### config.mk
export PLATFORM = sky130hd
export DESIGN_NAME = tron_decode_seq
export DESIGN_NICKNAME = d
export VERILOG_FILES = /design/src/rtl/tron_isa_pkg.sv /design/src/rtl/tron_decode_comb.sv /design/src/rtl/tron_decode_seq.sv
export SDC_FILE = /design/constraint.sdc
export NUM_CORES = 1
export LEC_CHECK = 0
export CELL_PAD_IN_SITES_DETAIL_PLACEMENT = 1
export CELL_PAD_IN_SITES_GLOBAL_PLACEMENT = 1
export CORE_MARGIN = 2
export CORE_UTILIZATION = 31
export CTS_BUF_LIST = sky130_fd_sc_hd__clkbuf_8
export CTS_CLUSTER_SIZE = 8
export DETAILED_ROUTE_END_ITERATION = 8
export GPL_ROUTABILITY_DRIVEN = 0
export HOLD_SLACK_MARGIN = 0.12
export PLACE_DENSITY_LB_ADDON = 0.1
export SETUP_SLACK_MARGIN = 0.4
export SYNTH_ARGS = -nofsm -noshare
export SYNTH_HDL_FRONTEND = slang
export SYNTH_SLANG_ARGS = --single-unit
### constraint.sdc
create_clock -name clk -period 1.5 [get_ports clk]
set_input_delay 0.3 -clock clk [delete_from_list [all_inputs] [get_ports clk]]
set_output_delay 0.3 -clock clk [all_outputs]
set_load 0.01 [all_outputs]
### src/rtl/tron_isa_pkg.sv
// Tron ISA encodings shared by the decoder: opcode/ext codes, ALU and
// shifter operation codes, decoder FSM states, and the mapping from an
// ALU-class opcode (or register-form ext) to its ALU operation.
package tron_isa_pkg;

  // Major opcodes in ir[15:12]. ALU-class ext values in ir[7:4] reuse
  // the immediate-form opcode numbers.
  localparam logic [3:0] OP_REG   = 4'h0;
  localparam logic [3:0] OP_ANDI  = 4'h1;
  localparam logic [3:0] OP_ORI   = 4'h2;
  localparam logic [3:0] OP_XORI  = 4'h3;
  localparam logic [3:0] OP_MEM   = 4'h4;
  localparam logic [3:0] OP_ADDI  = 4'h5;
  localparam logic [3:0] OP_SHIFT = 4'h8;
  localparam logic [3:0] OP_SUBI  = 4'h9;
  localparam logic [3:0] OP_CMPI  = 4'hB;
  localparam logic [3:0] OP_MOVI  = 4'hD;
  localparam logic [3:0] OP_NOP   = 4'hE;
  localparam logic [3:0] OP_LUI   = 4'hF;

  // Memory-form ext codes
  localparam logic [3:0] EXT_LOAD = 4'h0;
  localparam logic [3:0] EXT_STOR = 4'h4;

  typedef enum logic [3:0] {
    ALU_NONE = 4'h0,
    ALU_ADD  = 4'h1,
    ALU_SUB  = 4'h2,
    ALU_CMP  = 4'h3,
    ALU_AND  = 4'h4,
    ALU_OR   = 4'h5,
    ALU_XOR  = 4'h6,
    ALU_MOV  = 4'h7,
    ALU_LUI  = 4'h8
  } alu_t;

  typedef enum logic [1:0] {
    SH_LSL = 2'b00,
    SH_LSR = 2'b01,
    SH_ASR = 2'b10,
    SH_ROR = 2'b11
  } shift_t;

  typedef enum logic [1:0] {
    ST_IDLE  = 2'd0,
    ST_ISSUE = 2'd1,
    ST_LDWB  = 2'd2
  } state_t;

  // ALU operation for an ALU-class code; ALU_NONE means not ALU-class.
  function automatic alu_t alu_of(input logic [3:0] code);
    case (code)
      OP_ADDI: return ALU_ADD;
      OP_SUBI: return ALU_SUB;
      OP_CMPI: return ALU_CMP;
      OP_ANDI: return ALU_AND;
      OP_ORI:  return ALU_OR;
      OP_XORI: return ALU_XOR;
      OP_MOVI: return ALU_MOV;
      default: return ALU_NONE;
    endcase
  endfunction

endpackage

### src/rtl/tron_decode_comb.sv
// Pure combinational Tron instruction decode: IR word to control bundle,
// plus is_load (two-beat sequencing needed) and is_illegal (undefined
// encoding). Undefined encodings always produce an all-disabled bundle.
module tron_decode_comb
  import tron_isa_pkg::*;
#(
  parameter int DATA_W  = 16,
  parameter int RADDR_W = 4
) (
  input  logic [15:0]        ir,
  output logic [3:0]         alu_op,
  output logic               alu_src,
  output logic [RADDR_W-1:0] rd,
  output logic [RADDR_W-1:0] rs,
  output logic [DATA_W-1:0]  imm,
  output logic               reg_write,
  output logic               flags_write,
  output logic               shift_en,
  output logic [1:0]         shift_op,
  output logic [3:0]         shamt,
  output logic               mem_read,
  output logic               mem_write,
  output logic               is_load,
  output logic               is_illegal
);

  logic [3:0]               opcode;
  logic [3:0]               ext;
  alu_t                     alu_sel;
  logic                     sext_sel;
  logic signed [DATA_W-1:0] imm_sext;
  logic [DATA_W-1:0]        imm_zext;
  logic [DATA_W-1:0]        imm_lui;

  assign opcode   = ir[15:12];
  assign ext      = ir[7:4];
  assign alu_sel  = alu_of((opcode == OP_REG) ? ext : opcode);
  assign sext_sel = alu_sel inside {ALU_ADD, ALU_SUB, ALU_CMP, ALU_MOV};
  assign imm_sext = DATA_W'($signed(ir[7:0]));
  assign imm_zext = DATA_W'(ir[7:0]);
  assign imm_lui  = DATA_W'({ir[7:0], 8'h00});

  // Opcode-driven decode; everything defaults to a disabled bundle.
  always_comb begin
    alu_op      = ALU_NONE;
    alu_src     = 1'b0;
    rd          = RADDR_W'(ir[11:8]);
    rs          = RADDR_W'(ir[3:0]);
    imm         = '0;
    reg_write   = 1'b0;
    flags_write = 1'b0;
    shift_en    = 1'b0;
    shift_op    = SH_LSL;
    shamt       = 4'h0;
    mem_read    = 1'b0;
    mem_write   = 1'b0;
    is_load     = 1'b0;
    is_illegal  = 1'b0;
    case (opcode)
      OP_REG, OP_ADDI, OP_SUBI, OP_CMPI, OP_MOVI, OP_ANDI, OP_ORI, OP_XORI: begin
        if (alu_sel == ALU_NONE) begin
          is_illegal = 1'b1;
        end else begin
          alu_op      = alu_sel;
          alu_src     = (opcode != OP_REG);
          reg_write   = (alu_sel != ALU_CMP);
          flags_write = alu_sel inside {ALU_ADD, ALU_SUB, ALU_CMP};
          if (opcode != OP_REG) imm = sext_sel ? imm_sext : imm_zext;
        end
      end
      OP_LUI: begin
        alu_op    = ALU_LUI;
        alu_src   = 1'b1;
        imm       = imm_lui;
        reg_write = 1'b1;
      end
      OP_SHIFT: begin
        if (ir[5:4] != 2'b00) begin
          is_illegal = 1'b1;
        end else begin
          shift_en  = 1'b1;
          shift_op  = ir[7:6];
          shamt     = ir[3:0];
          reg_write = 1'b1;
        end
      end
      OP_MEM: begin
        if (ext == EXT_LOAD) begin
          mem_read = 1'b1;
          is_load  = 1'b1;
        end else if (ext == EXT_STOR) begin
          mem_write = 1'b1;
        end else begin
          is_illegal = 1'b1;
        end
      end
      OP_NOP: ;
      default: is_illegal = 1'b1;
    endcase
  end

endmodule

### src/rtl/tron_decode_seq.sv
// Registered, handshaked Tron instruction decoder. Accepts one IR word per
// ir_valid/ir_ready handshake, presents the decoded bundle one cycle later
// under ctrl_valid/ctrl_ready, and sequences LOAD as two beats (address
// beat, then memory write-back beat).
// Optional feature macro TRON_DECODE_ILLEGAL_TRAP_EN: when defined, an
// undefined encoding raises a sticky `illegal` flag and halts the decoder
// until reset; when undefined, such encodings issue as NOPs.
module tron_decode_seq
  import tron_isa_pkg::*;
#(
  parameter int DATA_W  = 16,
  parameter int RADDR_W = 4
) (
  input  logic               clk,
  input  logic               reset,
  input  logic               ir_valid,
  input  logic [15:0]        ir,
  output logic               ir_ready,
  output logic               ctrl_valid,
  input  logic               ctrl_ready,
  output logic [3:0]         alu_op,
  output logic               alu_src,
  output logic [RADDR_W-1:0] rd,
  output logic [RADDR_W-1:0] rs,
  output logic [DATA_W-1:0]  imm,
  output logic               reg_write,
  output logic               flags_write,
  output logic               shift_en,
  output logic [1:0]         shift_op,
  output logic [3:0]         shamt,
  output logic               mem_read,
  output logic               mem_write,
  output logic               wb_mem,
  output logic               illegal
);

  // Stage p0: combinational decode of the offered IR word
  logic [3:0]         alu_op_p0;
  logic               alu_src_p0;
  logic [RADDR_W-1:0] rd_p0;
  logic [RADDR_W-1:0] rs_p0;
  logic [DATA_W-1:0]  imm_p0;
  logic               reg_write_p0;
  logic               flags_write_p0;
  logic               shift_en_p0;
  logic [1:0]         shift_op_p0;
  logic [3:0]         shamt_p0;
  logic               mem_read_p0;
  logic               mem_write_p0;
  logic               is_load_p0;
  logic               is_illegal_p0;

  tron_decode_comb #(
    .DATA_W  (DATA_W),
    .RADDR_W (RADDR_W)
  ) u_decode (
    .ir          (ir),
    .alu_op      (alu_op_p0),
    .alu_src     (alu_src_p0),
    .rd          (rd_p0),
    .rs          (rs_p0),
    .imm         (imm_p0),
    .reg_write   (reg_write_p0),
    .flags_write (flags_write_p0),
    .shift_en    (shift_en_p0),
    .shift_op    (shift_op_p0),
    .shamt       (shamt_p0),
    .mem_read    (mem_read_p0),
    .mem_write   (mem_write_p0),
    .is_load     (is_load_p0),
    .is_illegal  (is_illegal_p0)
  );

  // Stage p1: registered control bundle and handshake state
  state_t             state_q;
  state_t             state_d;
  logic               vld_p1;
  logic [3:0]         alu_op_p1;
  logic               alu_src_p1;
  logic [RADDR_W-1:0] rd_p1;
  logic [RADDR_W-1:0] rs_p1;
  logic [DATA_W-1:0]  imm_p1;
  logic               reg_write_p1;
  logic               flags_write_p1;
  logic               shift_en_p1;
  logic [1:0]         shift_op_p1;
  logic [3:0]         shamt_p1;
  logic               mem_read_p1;
  logic               mem_write_p1;
  logic               wb_mem_p1;
  logic               load_p1;
  logic               ready;
  logic               accept;
  logic               to_ldwb;
  logic               halt;

`ifdef TRON_DECODE_ILLEGAL_TRAP_EN
  logic illegal_q;

  // Sticky trap flag: set when an undefined word is taken, cleared only by reset.
  always_ff @(posedge clk) begin
    if (reset) illegal_q <= 1'b0;
    else if (accept && is_illegal_p0) illegal_q <= 1'b1;
  end

  assign halt    = illegal_q;
  assign illegal = illegal_q;
`else
  logic unused_illegal;
  assign unused_illegal = is_illegal_p0;
  assign halt           = 1'b0;
  assign illegal        = 1'b0;
`endif

  // FSM state register.
  always_ff @(posedge clk) begin
    if (reset) state_q <= ST_IDLE;
    else state_q <= state_d;
  end

  // Next state and ir_ready; a new word may enter as the last beat leaves.
  always_comb begin
    state_d = state_q;
    ready   = 1'b0;
    to_ldwb = 1'b0;
    case (state_q)
      ST_IDLE: ready = 1'b1;
      ST_ISSUE: begin
        if (ctrl_ready) begin
          if (load_p1) begin
            state_d = ST_LDWB;
            to_ldwb = 1'b1;
          end else begin
            state_d = ST_IDLE;
            ready   = 1'b1;
          end
        end
      end
      ST_LDWB: begin
        if (ctrl_ready) begin
          state_d = ST_IDLE;
          ready   = 1'b1;
        end
      end
      default: state_d = ST_IDLE;
    endcase
    if (halt) ready = 1'b0;
    accept = ir_valid && ready;
    if (accept) state_d = ST_ISSUE;
  end

  // Bundle registers: load on accept, rewrite for the LOAD write-back beat,
  // clear whenever nothing is left to present; hold otherwise.
  always_ff @(posedge clk) begin
    if (reset || state_d == ST_IDLE) begin
      alu_op_p1      <= '0;
      alu_src_p1     <= 1'b0;
      rd_p1          <= '0;
      rs_p1          <= '0;
      imm_p1         <= '0;
      reg_write_p1   <= 1'b0;
      flags_write_p1 <= 1'b0;
      shift_en_p1    <= 1'b0;
      shift_op_p1    <= '0;
      shamt_p1       <= '0;
      mem_read_p1    <= 1'b0;
      mem_write_p1   <= 1'b0;
      wb_mem_p1      <= 1'b0;
      load_p1        <= 1'b0;
    end else if (accept) begin
      alu_op_p1      <= alu_op_p0;
      alu_src_p1     <= alu_src_p0;
      rd_p1          <= rd_p0;
      rs_p1          <= rs_p0;
      imm_p1         <= imm_p0;
      reg_write_p1   <= reg_write_p0;
      flags_write_p1 <= flags_write_p0;
      shift_en_p1    <= shift_en_p0;
      shift_op_p1    <= shift_op_p0;
      shamt_p1       <= shamt_p0;
      mem_read_p1    <= mem_read_p0;
      mem_write_p1   <= mem_write_p0;
      wb_mem_p1      <= 1'b0;
      load_p1        <= is_load_p0;
    end else if (to_ldwb) begin
      mem_read_p1  <= 1'b0;
      reg_write_p1 <= 1'b1;
      wb_mem_p1    <= 1'b1;
      load_p1      <= 1'b0;
    end
  end

  assign vld_p1      = (state_q != ST_IDLE);
  assign ctrl_valid  = vld_p1;
  assign ir_ready    = ready;
  assign alu_op      = alu_op_p1;
  assign alu_src     = alu_src_p1;
  assign rd          = rd_p1;
  assign rs          = rs_p1;
  assign imm         = imm_p1;
  assign reg_write   = reg_write_p1;
  assign flags_write = flags_write_p1;
  assign shift_en    = shift_en_p1;
  assign shift_op    = shift_op_p1;
  assign shamt       = shamt_p1;
  assign mem_read    = mem_read_p1;
  assign mem_write   = mem_write_p1;
  assign wb_mem      = wb_mem_p1;

endmodule

==> results of run 1 <==
critical path: cells and delay by family (launching register included):
family                 cells  cell delay [ns]
AO/OA/AOI/OAI              2             0.62
buffers and inverters      2             0.29
flip-flops                 1             0.40
AND/OR/NAND/NOR            2             0.14
logic make-up (layout without fill, tap and decap cells):
family	Yosys count	count (layout)	synth area share (%)
compound gates	62	63	26.8
simple gates	55	55	17.1
flops	43	43	46.7
buf+inv	18	148	4.82
mux	8	8	4.35
other cells	1	1	0.204
layout by cell type (no fill, tap or decap), types with 8 or more instances in the layout:
master           count
dlygate4sd2_1        8
buf_2               35
nor2_1              13
clkdlybuf4s50_1      9
buf_4               63
dfxtp_2             40
mux2i_1              8
a221o_1              8
a22o_1              15
buf_6               14
nand2_1             12
power groups by stage:
| stage | clock (µW) | combinational (µW) | sequential, µW |
|---|---|---|---|
| floorplan | 0 | 190 | 1230 |
| global placement | 0 | 437 | 1220 |
| detailed placement | 0 | 441 | 1220 |
| CTS | 782 | 475 | 1190 |
| global route | 847 | 558 | 1200 |
| finish | 765 | 518 | 1190 |
repair_timing:
action                                  4_1_cts  5_1_grt
cloned                                        2        1
endpoints found under the setup margin       86       55
setup buffers                                17        5
resized for setup                           248       18
pin swaps                                    10       13
per-layer routing:
metal / vias to the layer above / GRT usage, %
met5: - / 0
met4: 0 / 5.25
met3: 4 / 4.78
met2: 47 / 32.1
met1: 943 / 26.0
li1: 956 / -
registers in the layout, summed over array words and instances (netlist names):
name	cells
alu_op	4
alu_src	1
flags_write	1
imm	16
load_p1	1
mem_write	1
rd	4
reg_write	1
rs	4
shamt	4
shift_en	1
shift_op	2
state_q	2
wb_mem	1
cell type report:
| cell class | instances | area, µm² | share of cell area, % |
|---|---|---|---|
| clock buffers | 5 | 68.8 | 2.11 |
| clock inverters | 3 | 23.8 | 0.729 |
| inverters | 4 | 15.0 | 0.460 |
| multi-input cells | 127 | 1050 | 32.3 |
| flip-flops and latches | 43 | 918 | 28.2 |
| well taps | 75 | 93.8 | 2.88 |
| repair buffers | 136 | 1090 | 33.3 |
final timing paths:
check | end | slack (ns) | cells after the start | from
setup reg to reg | imm[11] | -0.06 | 6 | state_q[0]
setup / recovery | imm[11] | -0.06 | 6 | state_q[0]
hold / removal | wb_mem | 0.46 | 2 | wb_mem
hold reg to reg | wb_mem | 0.46 | 2 | wb_mem
metrics by stage:
| step | instances | worst slack [ns] |
|---|---|---|
| floorplan | 187 | 0.0642 |
| global placement | 360 | -0.572 |
| detailed placement | 360 | -0.634 |
| CTS | 387 | -0.0183 |
| global route | 393 | -0.116 |
| finish | 393 | -0.0578 |
==> results_dict.tcl, run 1 <==
set metrics [dict create \
    path_max_fanout 8 \
    hold_buffers 0 \
    final_nets 337 \
    vias_per_cell 4.96 \
    clkTransAtPathRegs_ns 0.09 \
    die_w_um 81.1 \
    place_area_um2 2950 \
    ys_seq_elements 43 \
    slowest_stage "dfxtp_4" \
    sequentialPowerShare_pct 48.2 \
    fin_area_um2 3260 \
    async_reset_ff_share_pct 0 \
    setup_violations 21 \
    grt_pass1_wl_um 9990 \
    yosysWarningCount 0 \
    grt-ovfl-total 0 \
    leakage_uw 0.00150 \
    clock-sinks 43 \
    drc 0 \
    antenna_found_initial 0 \
    drt_iter0_markers 84 \
    die_height_um 81.1 \
    syn_area_um2 1840 \
    n_antenna_cell 0 \
    finalHoldViolCount 0 \
    cp-start-kind "flop" \
    cpPeakStageDelay_ns 0.40 \
    met1_length_um 2910 \
    synth_top_area_share_pct 46.7 \
    initial_utilization_pct 31.7 \
    yosysMostFrequentCell "dfxtp_1" \
    vias 1950 \
    met3WireLength_um 324 \
    top_layer_used "met4" \
    drive_above_1_share_pct 63.5 \
    path_cells "nor2b_4 > buf_6 > o21ai_4 > nor3_2 > buf_4 > a221o_1" \
    crit_path_end_kind "flop" \
    antenna_left 0 \
    outcome "finished with violations" \
    grt_pass1_vias 1981 \
    rows 28 \
    clk_latency_ns 0.30 \
    synth.avg_cell_area_um2 9.85 \
    max-cap-violations 0 \
    critPathArrivalTime_ns 1.74 \
    clockBufferDepth 2 \
    p_sw_uw 694 \
    sw_frac_of_total_pct 28.0 \
    fin_util_pct 56.1 \
    pwr-share-comb_pct 20.9 \
    drt_pre_antenna_iters 4 \
    rsz0062_at_grt "true" \
    syn_inst 187 \
    yosysUniqueCellTypes 45 \
    syn2layout_area_growth_pct 77.1 \
    total_power_uw 2480 \
    io_buffers 62 \
    violations "setup timing" \
    wirelength_um 6270 \
    root_buffer "clkbuf_8" \
    whs_ns 0.455 \
    numCtsBuffers 5 \
    p_per_area_nw_per_um2 759 \
    fin_ws_ns -0.0578 \
    ios 64 \
    synth_common_cells "dfxtp_1 (43), a22o_1 (15), nor2_1 (15), nand2_1 (14), a21oi_1 (10)" \
    synth_nets 207 \
    synth.area.top_cells "dfxtp_1 (47%), a22o_1 (7.1%), a221o_1 (4.3%)" \
    cellInternalPower_uw 1780 \
    hold_path.class "flop to flop" \
    die_area_um2 6570 \
    design.core.area_um2 5820 \
    finalSetupTns_ns -0.634 \
    n_fill_cell 671 \
    min_period_ns 1.56 \
    required_ns 1.68 \
    max-vdd-ir-drop_mv 0.470 \
    layout_worst_path_cycle_share_pct 104 \
    drv_slew 0 \
    grt_max_degree 19 \
    h-tree-depth 2 \
    p_clk_share_pct 30.9 \
    tritoncts "built" \
    hpwl_um 4150 \
    wl_per_cell_um 16.0 \
    worstSetupPathType "flop to flop" \
    synthFlopType "dfxtp_1" \
    synth-seq-area-share_pct 46.7 \
    yosysTopAreaCell "dfxtp_1" \
    finalClockSkew_ns 0.00626 \
    clock.fmax_mhz 642 \
    wl_met2_um 3000 \
    synth_edf_count 0 \
    grt_util_all_layers_pct 19.7 \
]
(Power assumes the default switching activity.)
==> run 2, diff against run 1 <==
--- a/config.mk
+++ b/config.mk
@@ -6,8 +6,9 @@
 export NUM_CORES = 1
 export LEC_CHECK = 0
+export ABC_AREA = 1
 export CELL_PAD_IN_SITES_DETAIL_PLACEMENT = 1
 export CELL_PAD_IN_SITES_GLOBAL_PLACEMENT = 1
 export CORE_MARGIN = 2
-export CORE_UTILIZATION = 31
+export CORE_UTILIZATION = 29
 export CTS_BUF_LIST = sky130_fd_sc_hd__clkbuf_8
 export CTS_CLUSTER_SIZE = 8
@@ -16,5 +17,5 @@
 export HOLD_SLACK_MARGIN = 0.12
 export PLACE_DENSITY_LB_ADDON = 0.1
-export SETUP_SLACK_MARGIN = 0.4
+export SETUP_SLACK_MARGIN = 0.15
 export SYNTH_ARGS = -nofsm -noshare
 export SYNTH_HDL_FRONTEND = slang
==> constraint.sdc (replaced) <==
create_clock -name clk -period 1.5 [get_ports clk]
set_input_delay 0.225 -clock clk [delete_from_list [all_inputs] [get_ports clk]]
set_output_delay 0.225 -clock clk [all_outputs]
set_load 0.01 [all_outputs]
==> run 2 against run 1 <==
The run still ends with setup timing left. Routed wire length up 10%. Setup slack worse by 0.096 ns. Global-route usage decreased by 1.1 points. Design area up 2.8%. Critical path type unchanged.
==> results_dict.tcl, run 2 <==
set metrics [dict create \
    vias 2187 \
    worstSetupPathType "flop to flop" \
    max-vdd-ir-drop_mv 0.548 \
    fin_ws_ns -0.154 \
    grt_max_degree 37 \
    rrSetupSlack_ns -0.15 \
    ys_seq_elements 43 \
    finalClockSkew_ns 0.00399 \
    yosysTopAreaCell "dfxtp_1" \
    synth_nets 276 \
    clk_latency_ns 0.29 \
    whs_path_depth 2 \
    required_ns 1.69 \
    drv_slew 0 \
    numCtsBuffers 5 \
    outcome "finished with violations" \
    finalHoldViolCount 0 \
    root_buffer "clkbuf_8" \
    p_per_area_nw_per_um2 809 \
    r2r_cells 7 \
    worst_r2r_startpoint "state_q[0]" \
    syn2layout_area_growth_pct 81.3 \
    wirelength_um 6900 \
    yosysUniqueCellTypes 28 \
    die_area_um2 7030 \
    grt_pass1_wl_um 10400 \
    fin_util_pct 53.7 \
    tritoncts "built" \
    synth-seq-area-share_pct 46.5 \
    synth.avg_cell_area_um2 7.22 \
    clock.fmax_mhz 605 \
    drt_pre_antenna_iters 4 \
    syn_inst 256 \
    n_antenna_cell 0 \
    synth_top_area_share_pct 46.5 \
    place_area_um2 2940 \
    grt_pass1_vias 2173 \
    antenna_left 0 \
    clkTransAtPathRegs_ns 0.08 \
    crit_path_end_kind "flop" \
    drive_above_1_share_pct 34.1 \
    total_power_uw 2710 \
    layout_worst_path_cycle_share_pct 110 \
    largest_register_ff_count 16 \
    path_cells "buf_6 > nand4_1 > o31ai_2 > o211ai_1 > bufinv_8 > buf_12 > a22o_1" \
    fin_area_um2 3350 \
    dp_cells 440 \
    critPathArrivalTime_ns 1.84 \
    hold_path.class "flop to flop" \
    setup_violations 38 \
    io_buffers 62 \
    synth_common_cells "nand2_1 (95), dfxtp_1 (43), inv_1 (18), nor2_1 (18), o21ai_0 (18)" \
    initial_utilization_pct 29.6 \
    syn_area_um2 1850 \
    grt-ovfl-total 0 \
    leakage_uw 0.00174 \
    vias_per_cell 4.71 \
    reg2reg_to "imm[7]" \
    path_max_fanout 5 \
    synth.area.top_cells "dfxtp_1 (47%), nand2_1 (19%), o21ai_0 (4.9%)" \
    synth_edf_count 0 \
    cpPeakStageDelay_ns 0.34 \
    design.core.area_um2 6240 \
    violations "setup timing" \
    instances_no_fill 464 \
    ios 64 \
    max-cap-violations 0 \
    holdPathEnd "shift_en" \
    die_w_um 83.9 \
    rsz0062_at_grt "true" \
    hpwl_um 4800 \
    drt_iter0_markers 44 \
    h-tree-depth 2 \
    cp-start-kind "flop" \
    slowest_stage "dfxtp_2" \
    final_cell_mix "nand2_1 (84), buf_4 (56), dlygate4sd2_1 (46), dfxtp_1 (40)" \
    final_nets 406 \
    synthFlopType "dfxtp_1" \
    min-delay-start "shift_en" \
    min_period_ns 1.65 \
    clock-sinks 43 \
    yosysMostFrequentCell "nand2_1" \
    wl_per_cell_um 14.9 \
    yosysWarningCount 0 \
    clockBufferDepth 2 \
    grt_util_all_layers_pct 18.5 \
    final_common_cell "nand2_1" \
    rows 29 \
    async_reset_ff_share_pct 0 \
    antenna_found_initial 0 \
    drc 0 \
    die_height_um 83.9 \
]
run 2: cell type report:
type / count / area [µm²]
fillers: 770 / 2890
repair buffers: 128 / 1140
multi-input cells: 184 / 1010
flip-flops and latches: 43 / 865
inverters: 24 / 106
well taps: 77 / 96.3
clock buffers: 5 / 68.8
clock inverters: 3 / 63.8
run 2: critical path, delay by kind of cell, from the launching register on:
kind	cells	cell delay, ns
buffers and inverters	3	0.50
and+or+nand+nor	1	0.14
DFF	1	0.34
AOI/OAI and AO/OA	3	0.57
run 2: metal layers:
layer / up-vias / global-route usage, % / wire [µm]
li1: 1081 / - / -
met1: 1054 / 22.4 / 2990
met4: 0 / 5.28 / 57
met5: - / 0 / 0
met2: 45 / 33.5 / 3650
met3: 7 / 3.36 / 211
run 2: worst max-delay path by stage:
stage	start	to	slack (ns)
finish	state_q[0]	imm[7]	-0.15
global route	state_q[0]	imm[7]	-0.23
CTS	state_q[0]	imm[7]	-0.07
detailed placement	ir[12]	imm[8]	-0.60
global placement	ir[15]	imm[9]	-0.50
floorplan	load_p1	imm[10]	0.08
run 2: power breakdown:
group	internal, µW	leakage (µW)	total, µW	switching, µW
registers	1170	0.000350	1180	13.7
logic	235	0.00132	483	248
clock network	659	0.0000695	1050	390
total	2060	0.00174	2710	652
run 2: timing repair:
action                     in CTS  in global routing
pin swaps                      11                 14
cloned                          0                  3
setup buffers                   6                  7
resized for setup              80                 46
hold buffers                    0                  0
setup endpoints to repair      84                 44
run 2: kinds of logic (layout without fill, tap and decap cells):
logic type,Yosys count,in the layout,share of synthesized area [%]
compound gates,38,38,12.8
other cells,1,1,0.203
buf+inv,29,160,6.36
flops,43,43,46.5
simple gates,145,145,34.1
run 2: metrics by stage:
stage / setup TNS (ns) / hold WS (ns) / setup WS (ns)
2_1_floorplan: 0 / 0.317 / 0.0772
3_3_place_gp: -14.89 / 0.429 / -0.502
3_5_place_dp: -17.02 / 0.434 / -0.604
4_1_cts: -0.318 / 0.451 / -0.0697
5_1_grt: -6.63 / 0.478 / -0.229
6_report: -3.18 / 0.449 / -0.154
